==> config.mk <==
export PLATFORM = sky130hd
export DESIGN_NAME = debounce_bank
export DESIGN_NICKNAME = d
export VERILOG_FILES = /design/src/rtl/debounce_pkg.sv /design/src/rtl/debounce_channel.sv /design/src/rtl/debounce_bank.sv
export SDC_FILE = /design/constraint.sdc
export NUM_CORES = 1
export LEC_CHECK = 0
export CAP_MARGIN = 10
export CORE_ASPECT_RATIO = 1.4
export CORE_UTILIZATION = 25
export CTS_CLUSTER_DIAMETER = 80
export DETAILED_ROUTE_END_ITERATION = 8
export PLACE_DENSITY_LB_ADDON = 0.25
export SYNTH_ARGS = -nofsm -noshare
export SYNTH_HDL_FRONTEND = slang
export SYNTH_SLANG_ARGS = --single-unit
==> constraint.sdc <==
create_clock -name clk -period 3 [get_ports clk]
set_input_delay 0.9 -clock clk [delete_from_list [all_inputs] [get_ports clk]]
set_output_delay 0.9 -clock clk [all_outputs]
set_load 0.01 [all_outputs]
==> src/rtl/debounce_pkg.sv <==
// Shared definitions for the debounce bank: repeat FSM encoding and a width helper.
package debounce_pkg;

  typedef enum logic [1:0] {
    ST_IDLE   = 2'd0,
    ST_DELAY  = 2'd1,
    ST_REPEAT = 2'd2
  } rep_state_e;

  // Bits needed to hold values 0..max_val, never less than one.
  function automatic int width_for(input longint max_val);
    int w;
    w = 1;
    while ((longint'(1) << w) <= max_val) w++;
    return w;
  endfunction

endpackage

==> src/rtl/debounce_channel.sv <==
// One button channel: synchroniser, stability-count debounce, edge strobes and auto-repeat FSM.
module debounce_channel
  import debounce_pkg::*;
#(
  parameter int SYNC_STAGES   = 2,
  parameter int STABLE_CYCLES = 1_000_000,
  parameter int REPEAT_DELAY  = 50_000_000,
  parameter int REPEAT_RATE   = 10_000_000
) (
  input  logic       clk,
  input  logic       rst_n,
  input  logic       in_raw,
  input  logic       repeat_en,
  output logic       level,
  output logic       press,
  output logic       release_strb,
  output logic       repeating,
  output logic [1:0] state_dbg
);

  localparam int MAX_TMR = (REPEAT_DELAY > REPEAT_RATE) ? REPEAT_DELAY : REPEAT_RATE;
  localparam int CW      = width_for(longint'(STABLE_CYCLES));
  localparam int TW      = width_for(longint'(MAX_TMR));

  localparam logic [CW-1:0] CNT_LAST   = CW'(STABLE_CYCLES - 1);
  localparam logic [TW-1:0] DELAY_LAST = TW'(REPEAT_DELAY - 1);
  localparam logic [TW-1:0] RATE_LAST  = TW'(REPEAT_RATE - 1);

  logic [SYNC_STAGES-1:0] sync_q, sync_d;
  logic [CW-1:0]          cnt_q, cnt_d;
  logic [TW-1:0]          tmr_q, tmr_d;
  logic                   level_q, level_d;
  logic                   press_q, press_d;
  logic                   release_q, release_d;
  logic                   repeating_q, repeating_d;
  rep_state_e             state_q, state_d;

  logic s;
  logic accept_rise;
  logic accept_fall;
  logic rep_tick;

  // Pure shift chain: nothing combinational between synchroniser flops.
  always_comb begin
    sync_d = {sync_q[SYNC_STAGES-2:0], in_raw};
    s      = sync_q[SYNC_STAGES-1];
  end

  // A disagreement must persist for STABLE_CYCLES edges; any agreement clears the count.
  always_comb begin
    level_d     = level_q;
    cnt_d       = cnt_q;
    accept_rise = 1'b0;
    accept_fall = 1'b0;
    if (s == level_q) begin
      cnt_d = '0;
    end else if (cnt_q == CNT_LAST) begin
      level_d     = s;
      cnt_d       = '0;
      accept_rise = s;
      accept_fall = ~s;
    end else begin
      cnt_d = cnt_q + 1'b1;
    end
  end

  always_comb begin
    state_d  = state_q;
    tmr_d    = tmr_q;
    rep_tick = 1'b0;
    case (state_q)
      ST_IDLE: begin
        if (accept_rise && repeat_en) begin
          state_d = ST_DELAY;
          tmr_d   = '0;
        end
      end
      ST_DELAY: begin
        if (tmr_q == DELAY_LAST) begin
          state_d  = ST_REPEAT;
          tmr_d    = '0;
          rep_tick = 1'b1;
        end else begin
          tmr_d = tmr_q + 1'b1;
        end
      end
      ST_REPEAT: begin
        if (tmr_q == RATE_LAST) begin
          tmr_d    = '0;
          rep_tick = 1'b1;
        end else begin
          tmr_d = tmr_q + 1'b1;
        end
      end
      default: begin
        state_d = ST_IDLE;
        tmr_d   = '0;
      end
    endcase
    // Release or disable wins over a timer expiring on the same edge.
    if (accept_fall || !repeat_en) begin
      state_d  = ST_IDLE;
      tmr_d    = '0;
      rep_tick = 1'b0;
    end
  end

  always_comb begin
    press_d     = accept_rise | rep_tick;
    release_d   = accept_fall;
    repeating_d = (state_d == ST_REPEAT);
  end

  always_ff @(posedge clk or negedge rst_n) begin
    if (!rst_n) begin
      sync_q      <= '0;
      cnt_q       <= '0;
      tmr_q       <= '0;
      level_q     <= 1'b0;
      press_q     <= 1'b0;
      release_q   <= 1'b0;
      repeating_q <= 1'b0;
      state_q     <= ST_IDLE;
    end else begin
      sync_q      <= sync_d;
      cnt_q       <= cnt_d;
      tmr_q       <= tmr_d;
      level_q     <= level_d;
      press_q     <= press_d;
      release_q   <= release_d;
      repeating_q <= repeating_d;
      state_q     <= state_d;
    end
  end

  assign level        = level_q;
  assign press        = press_q;
  assign release_strb = release_q;
  assign repeating    = repeating_q;
  assign state_dbg    = state_q;

endmodule

==> src/rtl/debounce_bank.sv <==
// N independent button channels; the top only fans ports out to per-channel conditioners.
// release_strb carries the accepted 1->0 strobe (release is a reserved word).
module debounce_bank
  import debounce_pkg::*;
#(
  parameter int CHANNELS      = 5,
  parameter int SYNC_STAGES   = 2,
  parameter int STABLE_CYCLES = 1_000_000,
  parameter int REPEAT_DELAY  = 50_000_000,
  parameter int REPEAT_RATE   = 10_000_000
) (
  input  logic                  clk,
  input  logic                  rst_n,
  input  logic [CHANNELS-1:0]   in,
  input  logic [CHANNELS-1:0]   repeat_en,
  output logic [CHANNELS-1:0]   level,
  output logic [CHANNELS-1:0]   press,
  output logic [CHANNELS-1:0]   release_strb,
  output logic [CHANNELS-1:0]   repeating,
  output logic [2*CHANNELS-1:0] dbg_state
);

  for (genvar i = 0; i < CHANNELS; i++) begin : g_ch
    debounce_channel #(
      .SYNC_STAGES  (SYNC_STAGES),
      .STABLE_CYCLES(STABLE_CYCLES),
      .REPEAT_DELAY (REPEAT_DELAY),
      .REPEAT_RATE  (REPEAT_RATE)
    ) u_ch (
      .clk         (clk),
      .rst_n       (rst_n),
      .in_raw      (in[i]),
      .repeat_en   (repeat_en[i]),
      .level       (level[i]),
      .press       (press[i]),
      .release_strb(release_strb[i]),
      .repeating   (repeating[i]),
      .state_dbg   (dbg_state[2*i +: 2])
    );
  end

endmodule
Yosys cells after proc, flatten, opt, wreduce, memory -nomap -nowiden
Cells that the tools add are included.

Flip-flop bits (word level): 270. Bits in latches: 0. Bits in writable memories: 0. Memory bits (read-only): 0. Input port bits: 12. Output and inout port bits: 30. Memories kept: 0.

$add $sub $neg: 10. Multiply operators: 0. Div/mod/pow operators: 0. Magnitude comparators: 0. Equal/unequal tests: 40. Shifts and indexed selects: 0. Multiplexer cells: 95. Bitwise operators: 15. Reduce and logical (&&, ||, !) cells: 25.

Operators by type and width (number): 26-bit 2-to-1 mux (20); 26-bit case mux with 3 select lines (5); 20-bit 2-to-1 mux (10); 26-bit by 1-bit adder with 26-bit output (second input constant) (5); 26-bit by 24-bit == test with 1-bit output (second input constant) (5); 26-bit == test (second input constant) (5); 20-bit by 1-bit adder with 20-bit output (second input constant) (5); 20-bit == test (second input constant) (5); 1-bit 2-to-1 mux (35); 2-bit 2-to-1 mux (15); 2-bit case mux with 3 select lines (5); 2-bit == test (second input constant) (10); 3-bit by 1-bit != test with 1-bit output (second input constant) (5); 2-bit by 1-bit == test with 1-bit output (second input constant) (5); 2-bit logical NOT (5); 1-bit inverter (10); 1-bit case mux with 2 select lines (5); 2-bit AND reduction (5); 1-bit == test (5); 1-bit logical AND (5); 1-bit logical NOT (5); 1-bit logical OR (5); 1-bit OR (5).

Logic depth before layout (Yosys ltp)
Depth after elaboration: 8. Mapped depth: 9. Depth with buffers taken out: 7.

Modules after synthesis
A second synthesis with hierarchy kept.

Cell total of the unflattened synthesis: 1587. Area, all modules: 14517.7 um2.

By module, submodules not included: debounce_channel (g_ch[2].u_ch ...) (times used 3, cells each 316, area an instance 2900.3 um2, sequential area each 1351.3 um2); debounce_channel (g_ch[0].u_ch) (times used 1, cells each 319, area an instance 2936.6 um2, sequential area each 1351.3 um2); debounce_channel (g_ch[1].u_ch) (times used 1, cells each 320, area an instance 2880.3 um2, sequential area each 1351.3 um2).

Least setup slack after synthesis
OpenSTA, ideal clock, no wires.

Kind: reg-to-reg. Start: reg g_ch[2].u_ch.tmr_q[14]. End: reg g_ch[2].u_ch.tmr_q[7]. Arrival: 2.409 ns. Required time: 2.853 ns. Path slack: 0.445 ns. Cell stages (with the launch flop): 10. Path buffers: 3. Cell sequence: dfrtp_1 -> buf_2 -> or4b_1 -> or4_1 -> o21a_1 -> o21ba_2 -> buf_2 -> nand2_2 -> buf_4 -> o311ai_0.

Longest elaborated chain between the ends: 4.

RTL lines: start: declaration (line debounce_channel.sv:31) `logic [TW-1:0] tmr_q, tmr_d;`; start signal: assignment (line debounce_channel.sv:127) `tmr_q <= tmr_d;`; 26-bit by 24-bit == test with 1-bit output or 26-bit == test (tied branches) (line debounce_channel.sv:88, debounce_channel.sv:79); 26-bit 2-to-1 mux, on equally long branches (line debounce_channel.sv:88, debounce_channel.sv:79); 26-bit case mux with 3 select lines (*) (line debounce_channel.sv:71) `case (state_q)`; 26-bit 2-to-1 mux (*) (line debounce_channel.sv:101) `if (accept_fall || !repeat_en) begin`.

Every way passes the cells marked *; elsewhere a longest branch is shown, timed or not. A chain may end at the register's enable or synchronous reset.

Worst setup path after layout
Start: reg g_ch[3].u_ch.cnt_q[7]. End: reg g_ch[3].u_ch.tmr_q[11].

Longest elaborated chain between the ends: 5.

RTL lines: start: declaration (line debounce_channel.sv:30) `logic [CW-1:0] cnt_q, cnt_d;`; start signal: assignment (line debounce_channel.sv:126) `cnt_q <= cnt_d;`; 20-bit == test (*) (line debounce_channel.sv:57) `end else if (cnt_q == CNT_LAST) begin`; 1-bit 2-to-1 mux (line debounce_channel.sv:57); 1-bit 2-to-1 mux (line debounce_channel.sv:55) `if (s == level_q) begin`; 1-bit logical OR or 1-bit logical AND (tied branches) (line debounce_channel.sv:101, debounce_channel.sv:73); 3-bit by 1-bit != test with 1-bit output (no source line) or 26-bit 2-to-1 mux (tied branches); end signal: assignment (line debounce_channel.sv:127); end: declaration (line debounce_channel.sv:31).

Marked as above.

==> run metrics <==
status finished, violations left; failing checks design-rule violations; I/O Pins 42; crit path from g_ch[3].u_ch.cnt_q[7]$_DFF_PN0_; Initial DRT Pass Iterations 9; Setup crit start kind flip-flop; GRT Residual Overflow 0; Final Net Count 1708; crit path DAT about 3.3 ns; root buf cell clkbuf_16; Routed Antenna Nets 0; DR WL/cell 14.4 um; Setup crit end kind flip-flop; post-synth cell types 74; post-layout min period 2.82 ns; crit path cell chain or4b_1, or4_4, o311a_1, buf_4, nor2_1, a22o_1; relative slew slack 0.532; Main synth FF type dfrtp_1; Comb pwr share 0.031; Seq pwr share 0.456; synthesized area around 15000 sq um; Clock Skew roughly 0.013 ns; GRT Overall Usage 0.123; die area around 60000 sq um; drt drc 1; number of standard cells after synthesis ~1600; Reg area 6760 sq um; CTS resizes 0; metal2 WL roughly 18000 um; syn avg cell area 9.14 sq um; Hold Vio Cnt, Final 0; Max Cap Viol 0; clock sinks between 200 and 300; Synth top area share 0.460; final slew viol count 0; reg2reg setup slack about 0.18 ns; Final setup viols 0; # port buffers roughly 40; DRT iter0 DRCs about 530; number of synthesized flops with an enable pin 0; Die Wd around 210 um; fin util 0.299; Initial Util 0.254; Die Ht between 200 and 300 um; met1 wire length 15300 um; H-Tree Depth 2; detailed-route vias per instance between 4 and 5; Worst-Skew Late Latency about 0.53 ns; Reg-to-Reg Start g_ch[3].u_ch.cnt_q[7]$_DFF_PN0_; RSZ-0062 raised after global routing false; post-DP HPWL around 24000 um; CTS tree yes; Tcrit/Tclk final 0.939; share of cells above drive strength 1 0.0876; async set-or-reset flop fraction in the synthesized netlist 1.00; Synth area leaders dfrtp_1 46%, nand3_1 5.3%, nand2_1 5.0%, nor2_1 3.9%, xor2_1 3.6%; slowest CP cell or4_4; Slew @ Worst Pin approximately 0.7 ns; P_int approximately 6.2 mW; setup TNS 0 ns; PwrDens 468 nW/um^2; Max Root-Sink Buffers 3; area occupied by multi-input gates 7420 sq um; Routability Congestion just under 0.8; Top Layer Used met4; Layout area overhead 17.5%; number of cell rows between 100 and 150; Peak VDD IR 313 uV; Ant. Diodes 0; area leader, netlist dfrtp_1; P_leak approximately 6.8 nW; met3 wire len ~1000 um; Crit Path Max Fanout 10; CTS Hold Buffers Added 0; max incr delay on CP 0.57 ns; Switching Share 0.227; Peak Freq between 300 and 400 MHz; CTS buffer count 34; vias in the first global route about 12000; largest net degree at the start of global routing between 60 and 70; fill count 6016; Total Power 8.08 mW; Setup Buffers After CTS 0; Ys Warns 0; Core Box Area 57800 sq um; reg-to-reg endpoint g_ch[3].u_ch.tmr_q[11]$_DFFE_PN0P_; DR vias 12000; FF+latch count, synth 270; post-synthesis sequential area ratio 0.460; Setup Crit Path Kind reg2reg; Setup crit end g_ch[3].u_ch.tmr_q[11]$_DFFE_PN0P_; Clk pwr share 0.513; CTS clk-pin slew, worst paths 0.06 ns; first-pass GRT wire length 60700 um; initial antenna violation count 0; Reg2Reg Depth 6; worst hold path class in2async; NetSw about 1.8 mW; syn nets roughly 1600; Routed WL ~35000 um; CP required about 3.5 ns
-- cells by family after synthesis --
group | share of synthesized area
AOI/OAI and AO/OA | 0.126
muxes | 0.00724
DFF | 0.460
buffers and inverters | 0.0352
and+or+nand+nor | 0.293
adders and majority gates | 0.0256
xor gates and xnor gates | 0.0531
-- metal layers --
metal | vias up | global-route usage
met5 | - | 0
met4 | 0 | 0.0425
met3 | 60 | 0.0200
met2 | 139 | 0.221
met1 | 5840 | 0.145
li1 | 5973 | -
-- layout make-up --
| cell class | count | share of cell area |
|---|---|---|
| Multi-Input combinational cell | 1225 | 0.430 |
| Inverter | 45 | 0.00979 |
| Sequential cell | 270 | 0.392 |
| Tap cell | 742 | 0.0538 |
| Clock buffer | 53 | 0.0635 |
| Clock inverter | 7 | 0.00203 |
| Timing Repair Buffer | 90 | 0.0490 |
-- synth_stat cells, drive strengths merged, types with 21 or more instances --
cell type	n
buf	33
nand2	198
or4	21
nand3	154
and4	21
ha	30
or3	31
inv	45
o311ai	46
clkbuf	33
nor3	42
xnor2	29
nand4	57
dfrtp	270
and2	26
a21oi	39
and3	36
nor2	154
xor2	60
o21ai	73
-- placed cells by master, fill, tap and decap left out, types with 40 or more instances in the layout --
cell type,instances
buf_4,44
clkdlybuf4s50_1,40
dfrtp_1,270
inv_1,45
nand2_1,195
nand3_1,154
nand4_1,57
nor2_1,154
nor3_1,42
o21ai_0,69
xor2_1,60
-- registers in the layout, indices dropped and copies added, names as in the netlist --
| register | flops |
|---|---|
| g_ch.u_ch.press | 5 |
| g_ch.u_ch.release_strb | 5 |
| g_ch.u_ch.state_dbg | 10 |
| g_ch.u_ch.sync_q | 10 |
| g_ch.u_ch.tmr_q | 130 |
| g_ch.u_ch.repeating | 5 |
| g_ch.u_ch.cnt_q | 100 |
| g_ch.u_ch.level | 5 |
-- metrics by stage --
step                      hold slack (ns)  instance area [sq um]  instances  setup slack (ns)
final                               0.326                  17300       2432             0.182
after global routing                0.351                  17300       2432            0.0472
after CTS                           0.322                  17300       2432             0.133
after detailed placement            0.335                  16100       2372             0.144
after global placement              0.334                  16100       2372             0.135
after floorplan                     0.331                  14700       1606             0.445
-- power by group through the flow --
stage	logic [mW]	registers (mW)	clock network [mW]
after floorplan	0.0990	3.75	0
after global placement	0.259	3.75	0
after detailed placement	0.261	3.75	0
after CTS	0.262	3.69	4.34
after global routing	0.288	3.69	4.46
final	0.250	3.69	4.14
-- worst min path at each step --
stage                                              endpoint  slack [ns]  cells after the start
after global placement     g_ch[2].u_ch.sync_q[1]$_DFF_PN0_        0.33                      0
after global routing      g_ch[0].u_ch.tmr_q[9]$_DFFE_PN0P_        0.35                      1
after detailed placement   g_ch[2].u_ch.sync_q[1]$_DFF_PN0_        0.33                      0
final                      g_ch[2].u_ch.cnt_q[11]$_DFF_PN0_        0.33                      1
after floorplan            g_ch[0].u_ch.sync_q[1]$_DFF_PN0_        0.33                      0
after CTS                  g_ch[2].u_ch.cnt_q[18]$_DFF_PN0_        0.32                      1
-- worst max-delay path: cells and delay by family, from the launching register on --
kind / cells / cell delay (ns)
buffers and inverters: 1 / 0.23
DFF: 1 / 0.40
and+or+nand+nor: 3 / 1.41
AOI/OAI and AO/OA: 2 / 0.72
Note: power is estimated with default switching activity, not from simulation.
